==> src/rtl/axi4_stream_pkt_limiter_if.sv <==
// AXI4-Stream bundle shared by the packet limiter and its neighbours.
// Master drives payload and tvalid; slave drives tready.
interface axi4_stream_if #(
    parameter int DATA_WIDTH = 32,
    parameter int USER_WIDTH = 1,
    parameter int DEST_WIDTH = 1,
    parameter int ID_WIDTH   = 1
);
    logic [DATA_WIDTH-1:0]   tdata;
    logic [DATA_WIDTH/8-1:0] tstrb;
    logic [DATA_WIDTH/8-1:0] tkeep;
    logic                    tlast;
    logic [USER_WIDTH-1:0]   tuser;
    logic [DEST_WIDTH-1:0]   tdest;
    logic [ID_WIDTH-1:0]     tid;
    logic                    tvalid;
    logic                    tready;

    modport master (
        output tdata, tstrb, tkeep, tlast, tuser, tdest, tid, tvalid,
        input  tready
    );

    modport slave (
        input  tdata, tstrb, tkeep, tlast, tuser, tdest, tid, tvalid,
        output tready
    );
endinterface

==> src/rtl/axi4_stream_pkt_limiter.sv <==
// Caps AXI4-Stream packets at MAX_PKT_WORDS; overlong packets get forced tlast/tuser[0] and their tail dropped.
// Latency: 1 cycle (single output register).
// Backpressure: pkt_o.tready stalls input while PASSing; the dropped tail is always accepted.
module axi4_stream_pkt_limiter #(
    parameter int DATA_WIDTH    = 32,
    parameter int USER_WIDTH    = 1,
    parameter int DEST_WIDTH    = 1,
    parameter int ID_WIDTH      = 1,
    parameter int MAX_PKT_WORDS = 256
) (
    input  logic                clk_i,
    input  logic                rst_n_i,
    axi4_stream_if.slave        pkt_i,
    axi4_stream_if.master       pkt_o,
    output logic                trunc_o,
    output logic [31:0]         pkt_cnt_o,
    output logic [31:0]         trunc_cnt_o
);
    localparam int KW = DATA_WIDTH / 8;
    localparam int CW = $clog2(MAX_PKT_WORDS + 1);
    localparam logic [CW-1:0] LAST_IDX = CW'(MAX_PKT_WORDS - 1);

    typedef enum logic {
        PASS    = 1'b0,
        DISCARD = 1'b1
    } state_e;

    state_e                state_q, state_d;
    logic [CW-1:0]         wcnt_q, wcnt_d;
    logic                  vld_q, vld_d;
    logic [DATA_WIDTH-1:0] tdata_q;
    logic [KW-1:0]         tstrb_q, tkeep_q;
    logic                  tlast_q;
    logic [USER_WIDTH-1:0] tuser_q, tuser_d;
    logic [DEST_WIDTH-1:0] tdest_q;
    logic [ID_WIDTH-1:0]   tid_q;
    logic                  trunc_q;
    logic [31:0]           pkt_cnt_q, trunc_cnt_q;

    logic in_rdy, in_hs, out_hs, load, force_eop;

    // Tready is held low during reset so nothing is swallowed while the FSM is forced to PASS.
    assign in_rdy = rst_n_i && ((state_q == DISCARD) || !vld_q || pkt_o.tready);
    assign in_hs  = pkt_i.tvalid && in_rdy;
    assign out_hs = vld_q && pkt_o.tready;

    always_comb begin
        state_d   = state_q;
        wcnt_d    = wcnt_q;
        load      = 1'b0;
        force_eop = 1'b0;
        if (in_hs) begin
            case (state_q)
                PASS: begin
                    load = 1'b1;
                    if (pkt_i.tlast) begin
                        wcnt_d = '0;
                    end else if (wcnt_q == LAST_IDX) begin
                        force_eop = 1'b1;
                        wcnt_d    = '0;
                        state_d   = DISCARD;
                    end else begin
                        wcnt_d = wcnt_q + CW'(1);
                    end
                end
                DISCARD: begin
                    if (pkt_i.tlast) begin
                        wcnt_d  = '0;
                        state_d = PASS;
                    end
                end
                default: state_d = PASS;
            endcase
        end
    end

    always_comb begin
        tuser_d    = pkt_i.tuser;
        tuser_d[0] = pkt_i.tuser[0] | force_eop;
        vld_d      = vld_q;
        if (load) begin
            vld_d = 1'b1;
        end else if (out_hs) begin
            vld_d = 1'b0;
        end
    end

    always_ff @(posedge clk_i or negedge rst_n_i) begin
        if (!rst_n_i) begin
            state_q     <= PASS;
            wcnt_q      <= '0;
            vld_q       <= 1'b0;
            tdata_q     <= '0;
            tstrb_q     <= '0;
            tkeep_q     <= '0;
            tlast_q     <= 1'b0;
            tuser_q     <= '0;
            tdest_q     <= '0;
            tid_q       <= '0;
            trunc_q     <= 1'b0;
            pkt_cnt_q   <= '0;
            trunc_cnt_q <= '0;
        end else begin
            state_q <= state_d;
            wcnt_q  <= wcnt_d;
            vld_q   <= vld_d;
            trunc_q <= force_eop;
            if (load) begin
                tdata_q <= pkt_i.tdata;
                tstrb_q <= pkt_i.tstrb;
                tkeep_q <= pkt_i.tkeep;
                tlast_q <= pkt_i.tlast | force_eop;
                tuser_q <= tuser_d;
                tdest_q <= pkt_i.tdest;
                tid_q   <= pkt_i.tid;
            end
            if (force_eop) begin
                trunc_cnt_q <= trunc_cnt_q + 32'd1;
            end
            if (out_hs && tlast_q) begin
                pkt_cnt_q <= pkt_cnt_q + 32'd1;
            end
        end
    end

    assign pkt_i.tready = in_rdy;
    assign pkt_o.tvalid = vld_q;
    assign pkt_o.tdata  = tdata_q;
    assign pkt_o.tstrb  = tstrb_q;
    assign pkt_o.tkeep  = tkeep_q;
    assign pkt_o.tlast  = tlast_q;
    assign pkt_o.tuser  = tuser_q;
    assign pkt_o.tdest  = tdest_q;
    assign pkt_o.tid    = tid_q;
    assign trunc_o      = trunc_q;
    assign pkt_cnt_o    = pkt_cnt_q;
    assign trunc_cnt_o  = trunc_cnt_q;
endmodule

==> src/flat_wrapper.sv <==
// flat-port wrapper written by rule: the top's interface ports become plain ports
module axi4_stream_pkt_limiter_flat 
#(
    parameter int DATA_WIDTH    = 32,
    parameter int USER_WIDTH    = 1,
    parameter int DEST_WIDTH    = 1,
    parameter int ID_WIDTH      = 1,
    parameter int MAX_PKT_WORDS = 256
)
  (clk_i, rst_n_i, trunc_o, pkt_cnt_o, trunc_cnt_o, pkt_i_tdata, pkt_i_tstrb, pkt_i_tkeep, pkt_i_tlast, pkt_i_tuser, pkt_i_tdest, pkt_i_tid, pkt_i_tvalid, pkt_i_tready, pkt_o_tdata, pkt_o_tstrb, pkt_o_tkeep, pkt_o_tlast, pkt_o_tuser, pkt_o_tdest, pkt_o_tid, pkt_o_tvalid, pkt_o_tready);
  axi4_stream_if #(.DATA_WIDTH(DATA_WIDTH), .USER_WIDTH(USER_WIDTH), .DEST_WIDTH(DEST_WIDTH), .ID_WIDTH(ID_WIDTH)) pkt_i_i ();
  axi4_stream_if #(.DATA_WIDTH(DATA_WIDTH), .USER_WIDTH(USER_WIDTH), .DEST_WIDTH(DEST_WIDTH), .ID_WIDTH(ID_WIDTH)) pkt_o_i ();
  input  logic clk_i;
  input  logic rst_n_i;
  output logic trunc_o;
  output logic [31:0] pkt_cnt_o;
  output logic [31:0] trunc_cnt_o;
  input wire logic [$bits(pkt_i_i.tdata)-1:0] pkt_i_tdata;
  input wire logic [$bits(pkt_i_i.tstrb)-1:0] pkt_i_tstrb;
  input wire logic [$bits(pkt_i_i.tkeep)-1:0] pkt_i_tkeep;
  input wire logic [$bits(pkt_i_i.tlast)-1:0] pkt_i_tlast;
  input wire logic [$bits(pkt_i_i.tuser)-1:0] pkt_i_tuser;
  input wire logic [$bits(pkt_i_i.tdest)-1:0] pkt_i_tdest;
  input wire logic [$bits(pkt_i_i.tid)-1:0] pkt_i_tid;
  input wire logic [$bits(pkt_i_i.tvalid)-1:0] pkt_i_tvalid;
  output wire logic [$bits(pkt_i_i.tready)-1:0] pkt_i_tready;
  output wire logic [$bits(pkt_o_i.tdata)-1:0] pkt_o_tdata;
  output wire logic [$bits(pkt_o_i.tstrb)-1:0] pkt_o_tstrb;
  output wire logic [$bits(pkt_o_i.tkeep)-1:0] pkt_o_tkeep;
  output wire logic [$bits(pkt_o_i.tlast)-1:0] pkt_o_tlast;
  output wire logic [$bits(pkt_o_i.tuser)-1:0] pkt_o_tuser;
  output wire logic [$bits(pkt_o_i.tdest)-1:0] pkt_o_tdest;
  output wire logic [$bits(pkt_o_i.tid)-1:0] pkt_o_tid;
  output wire logic [$bits(pkt_o_i.tvalid)-1:0] pkt_o_tvalid;
  input wire logic [$bits(pkt_o_i.tready)-1:0] pkt_o_tready;
  assign pkt_i_i.tdata = pkt_i_tdata;
  assign pkt_i_i.tstrb = pkt_i_tstrb;
  assign pkt_i_i.tkeep = pkt_i_tkeep;
  assign pkt_i_i.tlast = pkt_i_tlast;
  assign pkt_i_i.tuser = pkt_i_tuser;
  assign pkt_i_i.tdest = pkt_i_tdest;
  assign pkt_i_i.tid = pkt_i_tid;
  assign pkt_i_i.tvalid = pkt_i_tvalid;
  assign pkt_i_tready = pkt_i_i.tready;
  assign pkt_o_tdata = pkt_o_i.tdata;
  assign pkt_o_tstrb = pkt_o_i.tstrb;
  assign pkt_o_tkeep = pkt_o_i.tkeep;
  assign pkt_o_tlast = pkt_o_i.tlast;
  assign pkt_o_tuser = pkt_o_i.tuser;
  assign pkt_o_tdest = pkt_o_i.tdest;
  assign pkt_o_tid = pkt_o_i.tid;
  assign pkt_o_tvalid = pkt_o_i.tvalid;
  assign pkt_o_i.tready = pkt_o_tready;
  axi4_stream_pkt_limiter #(.DATA_WIDTH(DATA_WIDTH), .USER_WIDTH(USER_WIDTH), .DEST_WIDTH(DEST_WIDTH), .ID_WIDTH(ID_WIDTH), .MAX_PKT_WORDS(MAX_PKT_WORDS)) u_core (.clk_i(clk_i), .rst_n_i(rst_n_i), .pkt_i(pkt_i_i), .pkt_o(pkt_o_i), .trunc_o(trunc_o), .pkt_cnt_o(pkt_cnt_o), .trunc_cnt_o(trunc_cnt_o));
endmodule
==> config.mk <==
export PLATFORM = sky130hd
export DESIGN_NAME = axi4_stream_pkt_limiter_flat
export DESIGN_NICKNAME = d
export VERILOG_FILES = /design/src/rtl/axi4_stream_pkt_limiter_if.sv /design/src/rtl/axi4_stream_pkt_limiter.sv /design/src/flat_wrapper.sv
export SDC_FILE = /design/constraint.sdc
export NUM_CORES = 1
export LEC_CHECK = 0
export ABC_CLOCK_PERIOD_IN_PS = 1980
export CORE_MARGIN = 2
export CORE_UTILIZATION = 40
export DETAILED_ROUTE_END_ITERATION = 10
export DONT_BUFFER_PORTS = 1
export GPL_TIMING_DRIVEN = 0
export PLACE_DENSITY_LB_ADDON = 0.25
export RECOVER_POWER = 100
export SETUP_SLACK_MARGIN = 0.2
export SLEW_MARGIN = 20
export SYNTH_ARGS = -nofsm -noshare
export SYNTH_HDL_FRONTEND = slang
export SYNTH_SLANG_ARGS = --single-unit
export TNS_END_PERCENT = 10
==> constraint.sdc <==
create_clock -name clk_i -period 1.98 [get_ports clk_i]
set_input_delay 0.396 -clock clk_i [delete_from_list [all_inputs] [get_ports clk_i]]
set_output_delay 0.396 -clock clk_i [all_outputs]
set_load 0.03 [all_outputs]
==> flow_metrics.tcl, run 1 <==
set metrics [dict create \
    io_pins 159 \
    fin_crit_ns 1.82 \
    ys_top_cells_by_count "dfrtp_1 (120), mux2_2 (44), xnor2_1 (38)" \
    gp_congestion 0.861 \
    area_delta_synth_final_pct 20.7 \
    async_reset_ff_frac 1.00 \
    first_pass_iters 4 \
    period_share 0.922 \
    violations "hold timing" \
    setup_viol 0 \
    initial_core_util 0.413 \
    syn_avg_cell_area_um2 12.5 \
    grt_max_degree 125 \
    final_nets 523 \
    critPathLaunchType "register" \
    yosysMostFrequentCell "dfrtp_1" \
    routed_wl_um 12200 \
    slew_headroom 0.642 \
    synth_top_area_frac 0.545 \
    synth_edf_count 0 \
    path_clk_slew_ns 0.06 \
    vias 3624 \
    cts_tree "yes" \
    worstMarginPinSlew_ns 0.536 \
    io_buffers 0 \
    clockRootBuffer "clkbuf_16" \
    max_freq_mhz 548 \
    rsz0062_at_grt "yes" \
    netlist_area_um2 5510 \
    fin_skew_ns 0.00693 \
    synth_top_cell_by_area "dfrtp_1" \
    cts_sinks 120 \
    postLayoutCoreUtil 0.498 \
    hp-class "primary input to async pin" \
    routed_via_density 5.48 \
    multi_input_area_um2 2510 \
    dp_hpwl_um 8240 \
    die_y_um 121 \
    htree_num_levels 4 \
    coreArea_um2 13300 \
    arrival_ns 2.15 \
    synth.distinct_cells 45 \
    postRouteAntennaNets 0 \
    die_area_um2 14700 \
    tns_ns 0 \
    grt_first_pass_wirelength_um 19600 \
    grt_pass1_vias 3688 \
    finalHoldWorstSlack_ns -0.322 \
    max-vdd-ir-drop_v 0.000465 \
    synth_seq_cells 120 \
    cp_cell_sequence "and4_1, buf_6, nand4_4, nor4_1, xor2_1" \
    worstSetupPathType "register to register" \
    wl_per_cell_um 18.5 \
    yosys_warnings 0 \
    maxSlewViolCount 0 \
    clock_latency_ns 0.41 \
    p_leak_nw 3.01 \
    drcViolationCount 0 \
    synth_ff_type "dfrtp_1" \
    cts_made_buffers 17 \
    first_iter_violations 176 \
    outcome "complete, but fails checks" \
    grt.total_usage 0.171 \
    fillerInstances 1208 \
    drv_cap 0 \
    crit_fanout 6 \
    max_stage_delay_ns 0.58 \
    synthCells 439 \
    grt.overflow.total 0 \
    synth.area.top_cells "dfrtp_1 (55%), mux2_2 (9.0%), xnor2_1 (6.0%)" \
    synth_fp_nets 490 \
    drive_above_1_share 0.309 \
    final-seq-area_um2 3020 \
    p_per_area_nw_per_um2 1030 \
    final_hold_viol_count 120 \
    diodes 0 \
    die_w_um 121 \
    cp_slowest_cell "dfrtp_1" \
    antenna_found_initial 0 \
    clockBufferDepth 2 \
    cp_data_required_time_ns 2.31 \
    end_kind "register" \
    ys_seq_area_frac 0.545 \
    rows 42 \
]
-- registers in the layout, indices dropped and copies added, names as in the netlist --
name,cells
u_core.pkt_cnt_o,32
u_core.pkt_o.tvalid,1
u_core.wcnt_q,9
u_core.pkt_o.tuser,1
u_core.state_q,1
u_core.pkt_o.tlast,1
u_core.pkt_o.tdata,32
u_core.pkt_o.tdest,1
u_core.trunc_cnt_o,32
u_core.pkt_o.tkeep,4
u_core.trunc_o,1
u_core.pkt_o.tid,1
u_core.pkt_o.tstrb,4
-- worst max-delay path: cells and delay by family, from the launching register on --
| family | cells | cell delay, ns |
|---|---|---|
| DFF | 1 | 0.58 |
| buffers and inverters | 1 | 0.13 |
| xor gates and xnor gates | 1 | 0.19 |
| and+or+nand+nor | 3 | 0.84 |
-- power breakdown --
group | switching, mW | leakage (nW) | internal, mW
sequential | 0.722 | 1.55 | 2.70
combinational | 0.153 | 1.19 | 0.250
clock | 1.14 | 0.271 | 1.89
total | 2.02 | 3.01 | 4.84
-- logic make-up (layout without fill, tap and decap cells) --
kind of cell               count (synthesis)  count (layout)  share of synthesized area
DFF                                      120             120                      0.545
and+or+nand+nor                          162             162                      0.199
buffers and inverters                     23              69                     0.0277
xor gates and xnor gates                  63              63                      0.100
AOI/OAI and AO/OA                         23              23                     0.0293
adders and majority gates                  3               3                    0.00681
muxes                                     45              45                     0.0918
-- routing by layer --
layer	vias up	wire length [µm]	GRT usage
met5	-	0	0
met4	0	218	0.0776
met3	20	923	0.0728
met2	115	6090	0.278
met1	1832	5010	0.196
li1	1657	-	-
-- timing repair --
action                                  CTS  global route
gates resized for setup                  37            58
pin swaps                                 4            14
cloned                                    1             0
endpoints found under the setup margin  102            95
setup buffers                             6             7
endpoints found under the hold margin   120           120
-- cells in the final DEF, fill, tap and decap left out, types with 10 or more instances in the layout --
| cell | Yosys | layout |
|---|---|---|
| mux2_2 | 44 | 44 |
| buf_4 | 2 | 10 |
| nand2_1 | 28 | 28 |
| dfrtp_1 | 120 | 110 |
| dfrtp_2 | 0 | 10 |
| nand4_1 | 20 | 20 |
| nor3_1 | 13 | 10 |
| xnor2_1 | 38 | 38 |
| xor2_1 | 25 | 25 |
| clkbuf_16 | 0 | 17 |
| nand3_1 | 26 | 25 |
| and3_1 | 12 | 11 |
-- area by class of cell --
type / instances / area share
buffer: 18 / 0.0256
clock buffer: 18 / 0.0660
clock inverter: 14 / 0.0226
inverter: 5 / 0.00282
multi-input combinational: 296 / 0.378
sequential: 120 / 0.453
tap: 176 / 0.0331
timing repair buffer: 14 / 0.0188
-- path summary, 6_finish.rpt --
| path | start | to | slack [ns] | depth (start not counted) |
|---|---|---|---|---|
| min reg2reg | u_core.wcnt_q[0]$_DFFE_PN0P_ | u_core.wcnt_q[0]$_DFFE_PN0P_ | 0.54 | 1 |
| max reg2reg | u_core.trunc_cnt_o[7]$_DFFE_PN0P_ | u_core.trunc_cnt_o[23]$_DFFE_PN0P_ | 0.16 | 5 |
| max in group asynchronous | rst_n_i | u_core.trunc_cnt_o[0]$_DFFE_PN0P_ | 2.13 | 0 |
| min in group clk_i | pkt_i_tdata[5] | u_core.pkt_o.tdata[5]$_DFFE_PN0P_ | 0.13 | 1 |
| max | u_core.trunc_cnt_o[7]$_DFFE_PN0P_ | u_core.trunc_cnt_o[23]$_DFFE_PN0P_ | 0.16 | 5 |
| min | rst_n_i | u_core.pkt_o.tdata[6]$_DFFE_PN0P_ | -0.32 | 0 |
-- metrics by stage --
step / std cells / instance area, µm² / power (mW) / hold slack [ns] / setup slack (ns)
floorplan: 439 / 5510 / 3.70 / 0.100 / 0.214
global placement: 615 / 5730 / 3.81 / 0.103 / -0.127
finish: 661 / 6650 / 6.86 / -0.322 / 0.155
global route: 661 / 6650 / 7.13 / -0.353 / 0.0772
CTS: 654 / 6490 / 6.93 / -0.347 / 0.140
detailed placement: 615 / 5730 / 3.84 / 0.103 / -0.141
Power figures use the tool's default switching activity.
==> inputs of run 2 (changes only) <==
Settings changed: CELL_PAD_IN_SITES_DETAIL_PLACEMENT set to 1, CELL_PAD_IN_SITES_GLOBAL_PLACEMENT set to 2, REMOVE_ABC_BUFFERS set to 1, TNS_END_PERCENT 10 to 1.
==> run 2 against run 1 <==
The run still ends with hold timing left. Clock-buffer cell count grew 4. Critical path depth is the same. Sequential power is essentially flat. Routed wire length grew 8.2%. Die area is the same. Largest power group unchanged.
==> flow_metrics.tcl, run 2 (synthesized netlist as in run 1, its figures left out) <==
set metrics [dict create \
    p_leak_nw 2.93 \
    finalHoldWorstSlack_ns -0.323 \
    p_per_area_nw_per_um2 1070 \
    diodes 0 \
    first_iter_violations 128 \
    antenna_found_initial 0 \
    die_w_um 121 \
    r2r_cells 5 \
    max-vdd-ir-drop_v 0.000463 \
    drcViolationCount 0 \
    grt.overflow.total 0 \
    io_pins 159 \
    postRouteAntennaNets 0 \
    multi_input_area_um2 2500 \
    p_int_mw 5.09 \
    worstMarginPinSlew_ns 0.584 \
    vias 3617 \
    coreArea_um2 13300 \
    final_nets 511 \
    path_clk_slew_ns 0.05 \
    clockBufferDepth 2 \
    dp_hpwl_um 8680 \
    fin_skew_ns 0.00831 \
    dp_slack_ns -0.415 \
    io_buffers 0 \
    cts_sinks 120 \
    slew_headroom 0.611 \
    grt_max_degree 125 \
    rows 42 \
    grt_pass1_vias 3874 \
    fin_crit_ns 1.82 \
    end_kind "register" \
    crit_fanout 7 \
    wl_met1_um 5340 \
    arrival_ns 2.15 \
    grt.total_usage 0.185 \
    rsz0062_at_grt "yes" \
    clockRootBuffer "clkbuf_16" \
    routed.top_layer "met4" \
    p_seq_frac 0.487 \
    maxSlewViolCount 0 \
    violations "hold timing" \
    layout_commonest_cell "dfrtp_1" \
    clkPwrFrac 0.452 \
    period_share 0.919 \
    dr_wl_met2_um 6880 \
    layout_common_cells "dfrtp_1 (104), mux2_2 (44), xnor2_1 (38)" \
    final_hold_viol_count 120 \
    worstSetupPathType "register to register" \
    switching_share 0.275 \
    area_delta_synth_final_pct 19.3 \
    cts_tree "yes" \
    final-seq-area_um2 3020 \
    setup_viol 0 \
    outcome "complete, but fails checks" \
    die_y_um 121 \
    routed_via_density 5.58 \
    routed_wl_um 13300 \
    cts_made_buffers 17 \
    first_pass_iters 6 \
    wl_per_cell_um 20.4 \
    initial_core_util 0.413 \
    postLayoutCoreUtil 0.493 \
    max_freq_mhz 549 \
    clock_latency_ns 0.41 \
    power_frac_comb 0.061 \
    htree_num_levels 4 \
    drive_above_1_share 0.311 \
    power.switching_mw 1.93 \
    hp-class "primary input to async pin" \
    timing.final.ws_setup_ns 0.160 \
    cp_data_required_time_ns 2.31 \
    critPathLaunchType "register" \
    drv_cap 0 \
    grt_first_pass_wirelength_um 21000 \
    gp_congestion 0.779 \
    die_area_um2 14700 \
    fillerInstances 1374 \
    wl_met3_um 894 \
]
[run 2: cell count changes in the layout (fill, tap and decap cells not counted), moves of 4 or more]
cell and delta:
clkinvlp_4 -6, clkbuf_2 -4, and4_1 -4, buf_6 -9, buf_4 +5, dfrtp_1 -6, dfrtp_2 +6
[run 2: worst max-delay path, stage by stage (launching register included)]
cell,delay (ns)
dfrtp_1,0.41
ha_4,0.20
nand4_4,0.17
or3_1,0.53
nor3_1,0.27
xor2_1,0.17
[run 2: metal layers]
layer  GRT usage  vias to the layer above
met5           0                        -
met4      0.0668                        0
met3      0.0700                       10
met2       0.303                       96
met1       0.221                     1884
li1            -                     1627
[run 2: layout make-up]
class,instances,share of cell area
Timing Repair Buffer,20,0.0312
Clock buffer,22,0.0691
Multi-Input combinational cell,296,0.381
Inverter,5,0.00285
Clock inverter,9,0.0226
Tap cell,176,0.0335
Sequential cell,120,0.460
[run 2: power groups by stage]
| stage | Clock [mW] | Combinational (mW) | Sequential, mW |
|---|---|---|---|
| 2_1_floorplan | 0 | 0.308 | 3.38 |
| 3_3_place_gp | 0 | 0.341 | 3.44 |
| 3_5_place_dp | 0 | 0.375 | 3.46 |
| 4_1_cts | 3.25 | 0.392 | 3.42 |
| 5_1_grt | 3.36 | 0.481 | 3.46 |
| 6_report | 3.17 | 0.428 | 3.42 |
[run 2: path summary, 6_finish.rpt]
path                                         startpoint                                 to  slack [ns]
setup / recovery           u_core.wcnt_q[1]$_DFFE_PN0P_  u_core.trunc_cnt_o[4]$_DFFE_PN0P_        0.16
hold / removal                                  rst_n_i  u_core.pkt_o.tdata[2]$_DFFE_PN0P_       -0.32
setup reg to reg           u_core.wcnt_q[1]$_DFFE_PN0P_  u_core.trunc_cnt_o[4]$_DFFE_PN0P_        0.16
hold reg to reg            u_core.wcnt_q[6]$_DFFE_PN0P_       u_core.wcnt_q[6]$_DFFE_PN0P_        0.53
max in group asynchronous                       rst_n_i  u_core.trunc_cnt_o[2]$_DFFE_PN0P_        2.14
min in group clk_i                       pkt_i_tkeep[1]  u_core.pkt_o.tkeep[1]$_DFFE_PN0P_        0.13
[run 2: what timing repair did]
action,CTS,global route
pin swaps,5,3
cloned,0,1
endpoints found under the hold margin,120,120
resized for setup,35,31
endpoints found under the setup margin,111,105
setup buffers,9,9
[run 2: per-stage QoR]
| stage | total power [mW] | instance area, µm² | setup TNS, ns | cells |
|---|---|---|---|---|
| 2_1_floorplan | 3.68 | 5380 | -30.68 | 421 |
| 3_3_place_gp | 3.78 | 5600 | -59.82 | 597 |
| 3_5_place_dp | 3.83 | 5620 | -18.27 | 598 |
| 4_1_cts | 7.06 | 6410 | 0 | 638 |
| 5_1_grt | 7.30 | 6570 | 0 | 648 |
| 6_report | 7.02 | 6570 | 0 | 648 |
==> inputs of run 3 (changes only) <==
Settings changed: CTS_CLUSTER_DIAMETER set to 120, PLACE_DENSITY_LB_ADDON 0.25 to 0.1.
==> run 3 against run 2 <==
The flow still finishes with violations (hold timing). Sequential power about the same. Combinational power is 6.3% lower. Clock power shrank 1%. Critical path depth grew 1. Cell count shrank 1.1%. Final area down 1.2%. Core utilization is 0.61 points lower. Via count shrank 1.7%. First-iteration DRC count up 9.4%. Clock-buffer cell count unchanged.
==> flow_metrics.tcl, run 3 (synthesized netlist as in run 1, its figures left out) <==
set metrics [dict create \
    outcome "complete, but fails checks" \
    violations "hold timing" \
    met3_usage 0.0564 \
    gp_congestion 0.742 \
    layout_common_cells "dfrtp_1 (103), mux2_2 (44), xnor2_1 (38)" \
    wl_per_cell_um 20.2 \
    postRouteAntennaNets 0 \
    setup_viol 0 \
    end_kind "register" \
    antenna_found_initial 0 \
    io_pins 159 \
    first_pass_iters 6 \
    critPathLaunchType "register" \
    worstMarginPinSlew_ns 0.567 \
    grt.overflow.total 0 \
    rsz0062_at_grt "yes" \
    dp_cells 598 \
    maxSlewViolCount 0 \
    path_clk_slew_ns 0.06 \
    top_usage_layer "met2" \
    cp_data_required_time_ns 2.27 \
    grt_max_degree 125 \
    cts_sinks 120 \
    p_per_area_nw_per_um2 1070 \
    finalHoldWorstSlack_ns -0.320 \
    first_iter_violations 140 \
    fin_crit_ns 1.83 \
    reg2reg_slack_ns 0.15 \
    grt_first_pass_wirelength_um 20800 \
    hp-class "primary input to async pin" \
    rr_endpoint "u_core.pkt_o.tkeep[2]$_DFFE_PN0P_" \
    grt.total_usage 0.182 \
    use_met2 0.296 \
    fin_skew_ns 0.00692 \
    period_share 0.925 \
    critical_path.startpoint "u_core.pkt_o.tvalid$_DFFE_PN0P_" \
    diodes 0 \
    cp_slowest_cell "dfrtp_2" \
    clockBufferDepth 2 \
    dp_hpwl_um 8950 \
    die_y_um 121 \
    path_common_cell "buf_12" \
    max_freq_mhz 546 \
    cp_cell_sequence "nand2b_4, o211ai_4, nor2_1, buf_12, buf_12, mux2_2" \
    final_hold_viol_count 120 \
    max_stage_delay_ns 0.50 \
    use_met1 0.226 \
    final_cells 641 \
    grt_pass1_vias 3775 \
    clockRootBuffer "clkbuf_16" \
    htree_num_levels 4 \
    postLayoutCoreUtil 0.486 \
    layout_commonest_cell "dfrtp_1" \
    p_leak_nw 2.87 \
    final_nets 505 \
    worstSetupPathType "register to register" \
    clock_latency_ns 0.41 \
    crit_fanout 29 \
    routed_wl_um 12900 \
    rows 42 \
    cts_made_buffers 17 \
    vias 3554 \
    die_area_um2 14700 \
    drcViolationCount 0 \
    die_w_um 121 \
    drive_above_1_share 0.305 \
    routed_via_density 5.54 \
    endpoint "u_core.pkt_o.tkeep[2]$_DFFE_PN0P_" \
    io_buffers 0 \
    reg2reg_from "u_core.pkt_o.tvalid$_DFFE_PN0P_" \
    arrival_ns 2.12 \
    initial_core_util 0.413 \
    drv_cap 0 \
    max-vdd-ir-drop_v 0.000491 \
    r2r_cells 6 \
    slew_headroom 0.622 \
    area_delta_synth_final_pct 17.9 \
    cts_tree "yes" \
    coreArea_um2 13300 \
]
## run 3: routing by layer
metal,share of wire,vias to the layer above
li1,-,1617
met1,0.42,1816
met2,0.49,106
met3,0.069,15
met4,0.015,0
met5,0,-
## run 3: metrics by stage
step                      hold WS [ns]  cell area, µm²  total power, mW  setup TNS, ns  setup WS, ns
after floorplan                  0.100            5380             3.68         -30.68        -0.711
after detailed placement         0.104            5620             3.84         -20.68        -0.470
after CTS                       -0.339            6460             7.05              0         0.143
final                           -0.320            6490             6.96              0         0.148
after global placement           0.103            5600             3.79         -60.89         -1.34
after global routing            -0.340            6490             7.22              0        0.0732
## run 3: power breakdown
group / internal [mW] / switching, mW
Combinational: 0.242 / 0.160
Sequential: 2.71 / 0.717
Clock: 2.09 / 1.04
Total: 5.04 / 1.92
## run 3: area by class of cell
cell class / instances / area, µm²
fillers: 1403 / 6860
flip-flops and latches: 120 / 3020
multi-input cells: 296 / 2480
clock buffers: 22 / 484
well taps: 176 / 220
repair buffers: 14 / 143
clock inverters: 8 / 120
inverters: 5 / 18.8
## run 3: critical path: cells and delay by family, from the launching register on
kind	cells	cell delay, ns
AO/OA/AOI/OAI	1	0.11
multiplexers	1	0.36
buffers and inverters	2	0.36
flip-flops	1	0.50
AND/OR/NAND/NOR	2	0.38
## run 3: worst min path at each step
| stage | start | end | slack, ns | cells after the start |
|---|---|---|---|---|
| final | rst_n_i | u_core.pkt_cnt_o[18]$_DFFE_PN0P_ | -0.32 | 0 |
| after detailed placement | rst_n_i | u_core.pkt_cnt_o[18]$_DFFE_PN0P_ | 0.10 | 0 |
| after CTS | rst_n_i | u_core.pkt_cnt_o[18]$_DFFE_PN0P_ | -0.34 | 0 |
| after global placement | rst_n_i | u_core.pkt_cnt_o[18]$_DFFE_PN0P_ | 0.10 | 0 |
| after global routing | rst_n_i | u_core.pkt_cnt_o[18]$_DFFE_PN0P_ | -0.34 | 0 |
| after floorplan | rst_n_i | u_core.pkt_cnt_o[0]$_DFFE_PN0P_ | 0.10 | 0 |
## run 3: repair_timing
action,in CTS,in global routing
resized for setup,47,24
setup buffers,10,3
endpoints found under the setup margin,114,102
pin swaps,4,4
endpoints found under the hold margin,120,120
